[src/rtl/uart_pkg.sv]
// Shared UART receive definitions.
// Contents: byte FSM state encoding, the 100 MHz / 115200 baud bit period,
// and a helper that turns a word width into a byte count.
package uart_pkg;

    localparam int unsigned CLKS_PER_BIT_115200 = 868;

    typedef enum logic [2:0] {
        ST_IDLE,
        ST_START,
        ST_DATA,
        ST_STOP,
        ST_WAIT_HIGH
    } rx_state_e;

    // Number of bytes that make up one output word.
    function automatic int unsigned bytes_per_word(input int unsigned bit_depth);
        return bit_depth / 8;
    endfunction

endpackage

[src/rtl/uart_rx_byte.sv]
// 8N1 UART byte receiver: synchronizer, byte FSM and bit counter.
// Ports:
//   clk, rst        - clock, synchronous active-high reset
//   rx_serial       - asynchronous UART line, idle high
//   byte_valid_c    - 1-cycle pulse during the stop-bit sample when stop = 1
//   byte_data       - received byte, stable from the last data bit onwards
//   frame_error_c   - 1-cycle pulse during the stop-bit sample when stop = 0
//   busy            - registered, high whenever the FSM is not in IDLE
module uart_rx_byte
    import uart_pkg::*;
#(
    parameter int unsigned CLKS_PER_BIT = CLKS_PER_BIT_115200
) (
    input  logic       clk,
    input  logic       rst,
    input  logic       rx_serial,
    output logic       byte_valid_c,
    output logic [7:0] byte_data,
    output logic       frame_error_c,
    output logic       busy
);

    localparam int unsigned CNT_W = $clog2(CLKS_PER_BIT);
    localparam logic [CNT_W-1:0] CNT_LAST = CNT_W'(CLKS_PER_BIT - 1);
    localparam logic [CNT_W-1:0] CNT_HALF = CNT_W'(CLKS_PER_BIT / 2 - 1);

    logic             meta_q;
    logic             rx_s_q;
    rx_state_e        state_q, state_d;
    logic [CNT_W-1:0] cnt_q, cnt_d;
    logic [2:0]       bit_idx_q, bit_idx_d;
    logic [7:0]       shift_q, shift_d;
    logic             busy_q, busy_d;

    // Two-flop synchronizer; resets to the idle (high) line level.
    always_ff @(posedge clk) begin
        if (rst) begin
            meta_q <= 1'b1;
            rx_s_q <= 1'b1;
        end else begin
            meta_q <= rx_serial;
            rx_s_q <= meta_q;
        end
    end

    // Byte FSM next-state and strobes.
    always_comb begin
        state_d       = state_q;
        cnt_d         = cnt_q;
        bit_idx_d     = bit_idx_q;
        shift_d       = shift_q;
        byte_valid_c  = 1'b0;
        frame_error_c = 1'b0;

        unique case (state_q)
            ST_IDLE: begin
                if (!rx_s_q) begin
                    state_d = ST_START;
                    cnt_d   = '0;
                end
            end
            ST_START: begin
                // Re-check the line at the middle of the start bit.
                if (cnt_q == CNT_HALF) begin
                    cnt_d = '0;
                    if (rx_s_q) begin
                        state_d = ST_IDLE;
                    end else begin
                        state_d   = ST_DATA;
                        bit_idx_d = '0;
                    end
                end else begin
                    cnt_d = cnt_q + CNT_W'(1);
                end
            end
            ST_DATA: begin
                if (cnt_q == CNT_LAST) begin
                    cnt_d   = '0;
                    shift_d = {rx_s_q, shift_q[7:1]};
                    if (bit_idx_q == 3'd7) begin
                        state_d = ST_STOP;
                    end else begin
                        bit_idx_d = bit_idx_q + 3'd1;
                    end
                end else begin
                    cnt_d = cnt_q + CNT_W'(1);
                end
            end
            ST_STOP: begin
                if (cnt_q == CNT_LAST) begin
                    cnt_d = '0;
                    if (rx_s_q) begin
                        byte_valid_c = 1'b1;
                        state_d      = ST_IDLE;
                    end else begin
                        frame_error_c = 1'b1;
                        state_d       = ST_WAIT_HIGH;
                    end
                end else begin
                    cnt_d = cnt_q + CNT_W'(1);
                end
            end
            ST_WAIT_HIGH: begin
                // A held-low line (break) must not be taken as new start bits.
                if (rx_s_q) begin
                    state_d = ST_IDLE;
                end
            end
            default: begin
                state_d = ST_IDLE;
            end
        endcase

        busy_d = (state_d != ST_IDLE);
    end

    always_ff @(posedge clk) begin
        if (rst) begin
            state_q   <= ST_IDLE;
            cnt_q     <= '0;
            bit_idx_q <= '0;
            shift_q   <= '0;
            busy_q    <= 1'b0;
        end else begin
            state_q   <= state_d;
            cnt_q     <= cnt_d;
            bit_idx_q <= bit_idx_d;
            shift_q   <= shift_d;
            busy_q    <= busy_d;
        end
    end

    assign byte_data = shift_q;
    assign busy      = busy_q;

endmodule

[src/rtl/uart_word_rx.sv]
// UART word receiver: packs groups of BIT_DEPTH/8 bytes (little-endian) into
// one word and strobes it onto a FIFO write port. Stalled partial words are
// dropped after TIMEOUT_BITS idle bit-times.
// Ports:
//   clk, rst        - clock, synchronous active-high reset
//   rx_serial       - asynchronous UART line, idle high
//   enable_write    - 1-cycle strobe, value_to_write holds a new word
//   value_to_write  - last completed word
//   frame_error     - 1-cycle pulse on a bad stop bit
//   busy            - high while a frame is being received
module uart_word_rx
    import uart_pkg::*;
#(
    parameter int unsigned CLKS_PER_BIT = CLKS_PER_BIT_115200,
    parameter int unsigned BIT_DEPTH    = 32,
    parameter int unsigned TIMEOUT_BITS = 20
) (
    input  logic                 clk,
    input  logic                 rst,
    input  logic                 rx_serial,
    output logic                 enable_write,
    output logic [BIT_DEPTH-1:0] value_to_write,
    output logic                 frame_error,
    output logic                 busy
);

    localparam int unsigned BYTES      = bytes_per_word(BIT_DEPTH);
    localparam int unsigned K_W        = (BYTES > 1) ? $clog2(BYTES) : 1;
    localparam int unsigned IDLE_LIMIT = TIMEOUT_BITS * CLKS_PER_BIT;
    localparam int unsigned IDLE_W     = $clog2(IDLE_LIMIT + 1);

    logic                 byte_valid_c;
    logic [7:0]           byte_data;
    logic                 byte_frame_error_c;
    logic                 byte_busy;

    logic [K_W-1:0]       k_q, k_d;
    logic [BIT_DEPTH-1:0] shadow_q, shadow_d;
    logic [BIT_DEPTH-1:0] value_q, value_d;
    logic                 enable_write_q, enable_write_d;
    logic                 frame_error_q, frame_error_d;
    logic [IDLE_W-1:0]    idle_q, idle_d;

    uart_rx_byte #(
        .CLKS_PER_BIT (CLKS_PER_BIT)
    ) u_rx_byte (
        .clk           (clk),
        .rst           (rst),
        .rx_serial     (rx_serial),
        .byte_valid_c  (byte_valid_c),
        .byte_data     (byte_data),
        .frame_error_c (byte_frame_error_c),
        .busy          (byte_busy)
    );

    // Word assembly, partial-word timeout and output strobes.
    always_comb begin
        k_d            = k_q;
        shadow_d       = shadow_q;
        value_d        = value_q;
        enable_write_d = 1'b0;
        frame_error_d  = byte_frame_error_c;
        idle_d         = idle_q;

        // Idle counter only runs with a partial word and the FSM in IDLE.
        if (byte_busy || (k_q == '0)) begin
            idle_d = '0;
        end else if (idle_q == IDLE_W'(IDLE_LIMIT)) begin
            idle_d   = '0;
            k_d      = '0;
            shadow_d = '0;
        end else begin
            idle_d = idle_q + IDLE_W'(1);
        end

        if (byte_frame_error_c) begin
            k_d      = '0;
            shadow_d = '0;
        end else if (byte_valid_c) begin
            shadow_d[{k_q, 3'b000} +: 8] = byte_data;
            if (k_q == K_W'(BYTES - 1)) begin
                value_d        = shadow_d;
                enable_write_d = 1'b1;
                k_d            = '0;
                shadow_d       = '0;
            end else begin
                k_d = k_q + K_W'(1);
            end
        end
    end

    always_ff @(posedge clk) begin
        if (rst) begin
            k_q            <= '0;
            shadow_q       <= '0;
            value_q        <= '0;
            enable_write_q <= 1'b0;
            frame_error_q  <= 1'b0;
            idle_q         <= '0;
        end else begin
            k_q            <= k_d;
            shadow_q       <= shadow_d;
            value_q        <= value_d;
            enable_write_q <= enable_write_d;
            frame_error_q  <= frame_error_d;
            idle_q         <= idle_d;
        end
    end

    assign enable_write   = enable_write_q;
    assign value_to_write = value_q;
    assign frame_error    = frame_error_q;
    assign busy           = byte_busy;

endmodule
[config.mk]
export PLATFORM = sky130hd
export DESIGN_NAME = uart_word_rx
export DESIGN_NICKNAME = d
export VERILOG_FILES = /design/src/rtl/uart_pkg.sv /design/src/rtl/uart_rx_byte.sv /design/src/rtl/uart_word_rx.sv
export SDC_FILE = /design/constraint.sdc
export NUM_CORES = 1
export LEC_CHECK = 0
export ABC_AREA = 0
export CORE_MARGIN = 5
export CORE_UTILIZATION = 60
export CTS_CLUSTER_SIZE = 16
export DETAILED_ROUTE_END_ITERATION = 8
export PLACE_DENSITY = 0.82
export SLEW_MARGIN = 20
export SYNTH_ARGS = -nofsm -noshare
export SYNTH_HDL_FRONTEND = slang
export SYNTH_SLANG_ARGS = --single-unit
[constraint.sdc]
create_clock -name clk -period 4 [get_ports clk]
set_input_delay 1.2 -clock clk [delete_from_list [all_inputs] [get_ports clk]]
set_output_delay 1.2 -clock clk [all_outputs]
set_load 0.02 [all_outputs]
==> metrics <==
Setup crit end kind flip-flop; Switching Fraction 0.235; cts repair resizes 0; final core area utilization 0.689; CP Class reg2reg; via count 3,894; CTS tree yes; port buffer count 37; first-pass GRT wire length 17,400 um; CP arrival 2.92 ns; Power Total 1.77 mW; drt via density 5.85; largest net degree at the start of global routing 42; Hold WS 0.438 ns; Crit path required time 4.31 ns; Pleak 1.95 nW; r2r endpoint shadow_q[22]; row cnt 32; DRC Markers 0; GPL Wtd Cong 0.854; CTS clk-pin slew, worst paths 0.10 ns; post-DP HPWL 7000 um; DIE WIDTH 100 um; final setup violation count 0; Reg2Reg Setup Slack 1.39 ns; area grow syn2layout 10.6%; Tmin final 2.61 ns; overall routing resource usage 0.209; WHS Path Cells 1; Total Wirelength 10,300 um; Max Fclk 384 MHz; most frequent cells in the layout 110 x dfxtp_1, 97 x nand2_1, 39 x a31oi_1; CTS Buffer Depth 2; Max Slew Vio Count 0; number of CTS-inserted buffers 9; status complete, no violations; RSZ-0062 raised after global routing false; drt wl/cell 15.4 um; setup TNS 0 ns; Die Y 100 um; hold path startpoint u_rx_byte.meta_q; Power Internal 1.35 mW; PD cells 329 nW/um2; core area 7810 um2; global route total overflow 0; most common cell after layout, fill and taps aside dfxtp_1; Setup WS post-layout 1.39 ns; number of flops mapped to enable cells by yosys 0; clock latency on the worst-skew pair 0.37 ns; Gate power share 0.026; Netlist cell types 58; cts hold-fix bufs 0; Worst VDD drop 194 uV; Gate Count Post-Synth 545; Worst R2R Path Depth 6; Seq/Total Area, Yosys 0.453; final hold violation count 0; critical path peak fanout 9; Tcrit/Tclk final 0.651; I/O Pins 38; H-tree depth 3; Mapped Area 4860 um2; maxcap violations 0; net switching power 416 uW; yosys warns 0; number of global-route vias before repair 3,653; syn nets 560; Pre-antenna DRT Iters 4; Slew @ Worst Pin 0.983 ns; Hold EP u_rx_byte.rx_s_q; clock share of power 0.351; # diodes 0; Hold Path Class reg2reg; antenna violations before repair 0; Layout Nets 574; Post-Route Skew 0.0156 ns; root buf cell clkbuf_8; Starting DRT DRC Count 243; Place WS 1.17 ns; DRT antenna net count 0; Starting Density 0.623; share of cells above drive strength 1 0.0798; RR Startpoint k_q[0]; Slew headroom 0.339; Reg power frac 0.623; Die Footprint 10,000 um2; Most used DFF post-synth dfxtp_1; Async SR Flop Fraction 0; Avg Cell Area, Syn 8.92 um2; register bit total from synthesis 110; post-CTS setup buffer count 0; element type at the critical path start flip-flop; Num Clock Sinks 110
==> worst max-delay path: stages, from the launching register on <==
cell     delay (ns)
dfxtp_1        0.50
inv_1          0.14
ha_1           0.39
nand2_1        0.07
nor3_1         0.75
nor2b_1        0.51
a22o_1         0.20
==> cells by family after synthesis <==
logic type / after synthesis / synth area share
and+or+nand+nor: 219 / 0.233
AOI/OAI and AO/OA: 141 / 0.208
adders and majority gates: 12 / 0.0309
DFF: 110 / 0.453
muxes: 3 / 0.00618
xor gates and xnor gates: 13 / 0.0234
buffers and inverters: 47 / 0.0455
==> routing by layer <==
layer  GRT usage  routed length, um  part of all wire  vias to the layer above
li1            -                  -                 -                     1963
met1       0.276               4760              0.46                     1820
met2       0.345               4880              0.48                       92
met3      0.0271                405             0.039                       19
met4      0.0850                219             0.021                        0
met5           0                  0                 0                        -
==> layout make-up <==
cell class              instances  area (um2)
clock buffers                  10         128
clock inverters                 6        53.8
fillers                       629        2430
inverters                       9        33.8
multi-input cells             388        2440
flip-flops and latches        110        2200
well taps                     102         128
repair buffers                 41         395
==> worst max path at each step <==
stage	start	end	slack [ns]	depth (start not counted)
2_1_floorplan	rst	shadow_q[10]	1.83	3
3_3_place_gp	rst	idle_q[3]	1.23	4
3_5_place_dp	rst	idle_q[8]	1.17	4
4_1_cts	k_q[0]	shadow_q[22]	1.37	6
5_1_grt	k_q[0]	shadow_q[22]	1.20	6
6_report	k_q[0]	shadow_q[22]	1.39	6
==> flip-flops by register name, indices dropped and copies added, names as in the netlist, 2 cells and up <==
signal	flops
value_to_write	32
idle_q	15
u_rx_byte.bit_idx_q	3
shadow_q	32
k_q	2
u_rx_byte.cnt_q	10
u_rx_byte.state_q	3
u_rx_byte.byte_data	8
==> stage by stage <==
stage / cells / instance area, um2
floorplan: 545 / 4860
global placement: 650 / 5200
detailed placement: 650 / 5200
CTS: 666 / 5380
global route: 666 / 5380
finish: 666 / 5380
==> power by group through the flow <==
stage | registers [mW] | logic [mW] | clock network [mW]
floorplan | 1.13 | 0.0368 | 0
global placement | 1.13 | 0.0435 | 0
detailed placement | 1.13 | 0.0448 | 0
CTS | 1.10 | 0.0454 | 0.628
global route | 1.10 | 0.0492 | 0.678
finish | 1.10 | 0.0453 | 0.622
==> cells in the mapped netlist, drive strengths merged, types with 3 or more instances <==
cell type | n | area, um2
ha | 12 | 150
clkbuf | 10 | 37.5
dfxtp | 110 | 2200
and4 | 4 | 35.0
a31oi | 40 | 265
xor2 | 10 | 87.6
nor3b | 4 | 41.3
a22o | 32 | 280
inv | 9 | 33.8
nor3 | 11 | 80.1
nand4 | 7 | 50.1
nand2b | 3 | 18.8
xnor2 | 3 | 26.3
or4 | 3 | 26.3
nor2b | 5 | 31.3
o21ai | 5 | 25.0
and2 | 7 | 43.8
o21bai | 33 | 251
or3 | 4 | 30.0
mux2i | 3 | 30.0
nor2 | 36 | 145
buf | 28 | 150
nand3 | 14 | 70.1
nand2 | 97 | 364
a21oi | 21 | 109
and3 | 7 | 43.8
(Power assumes the default switching activity.)
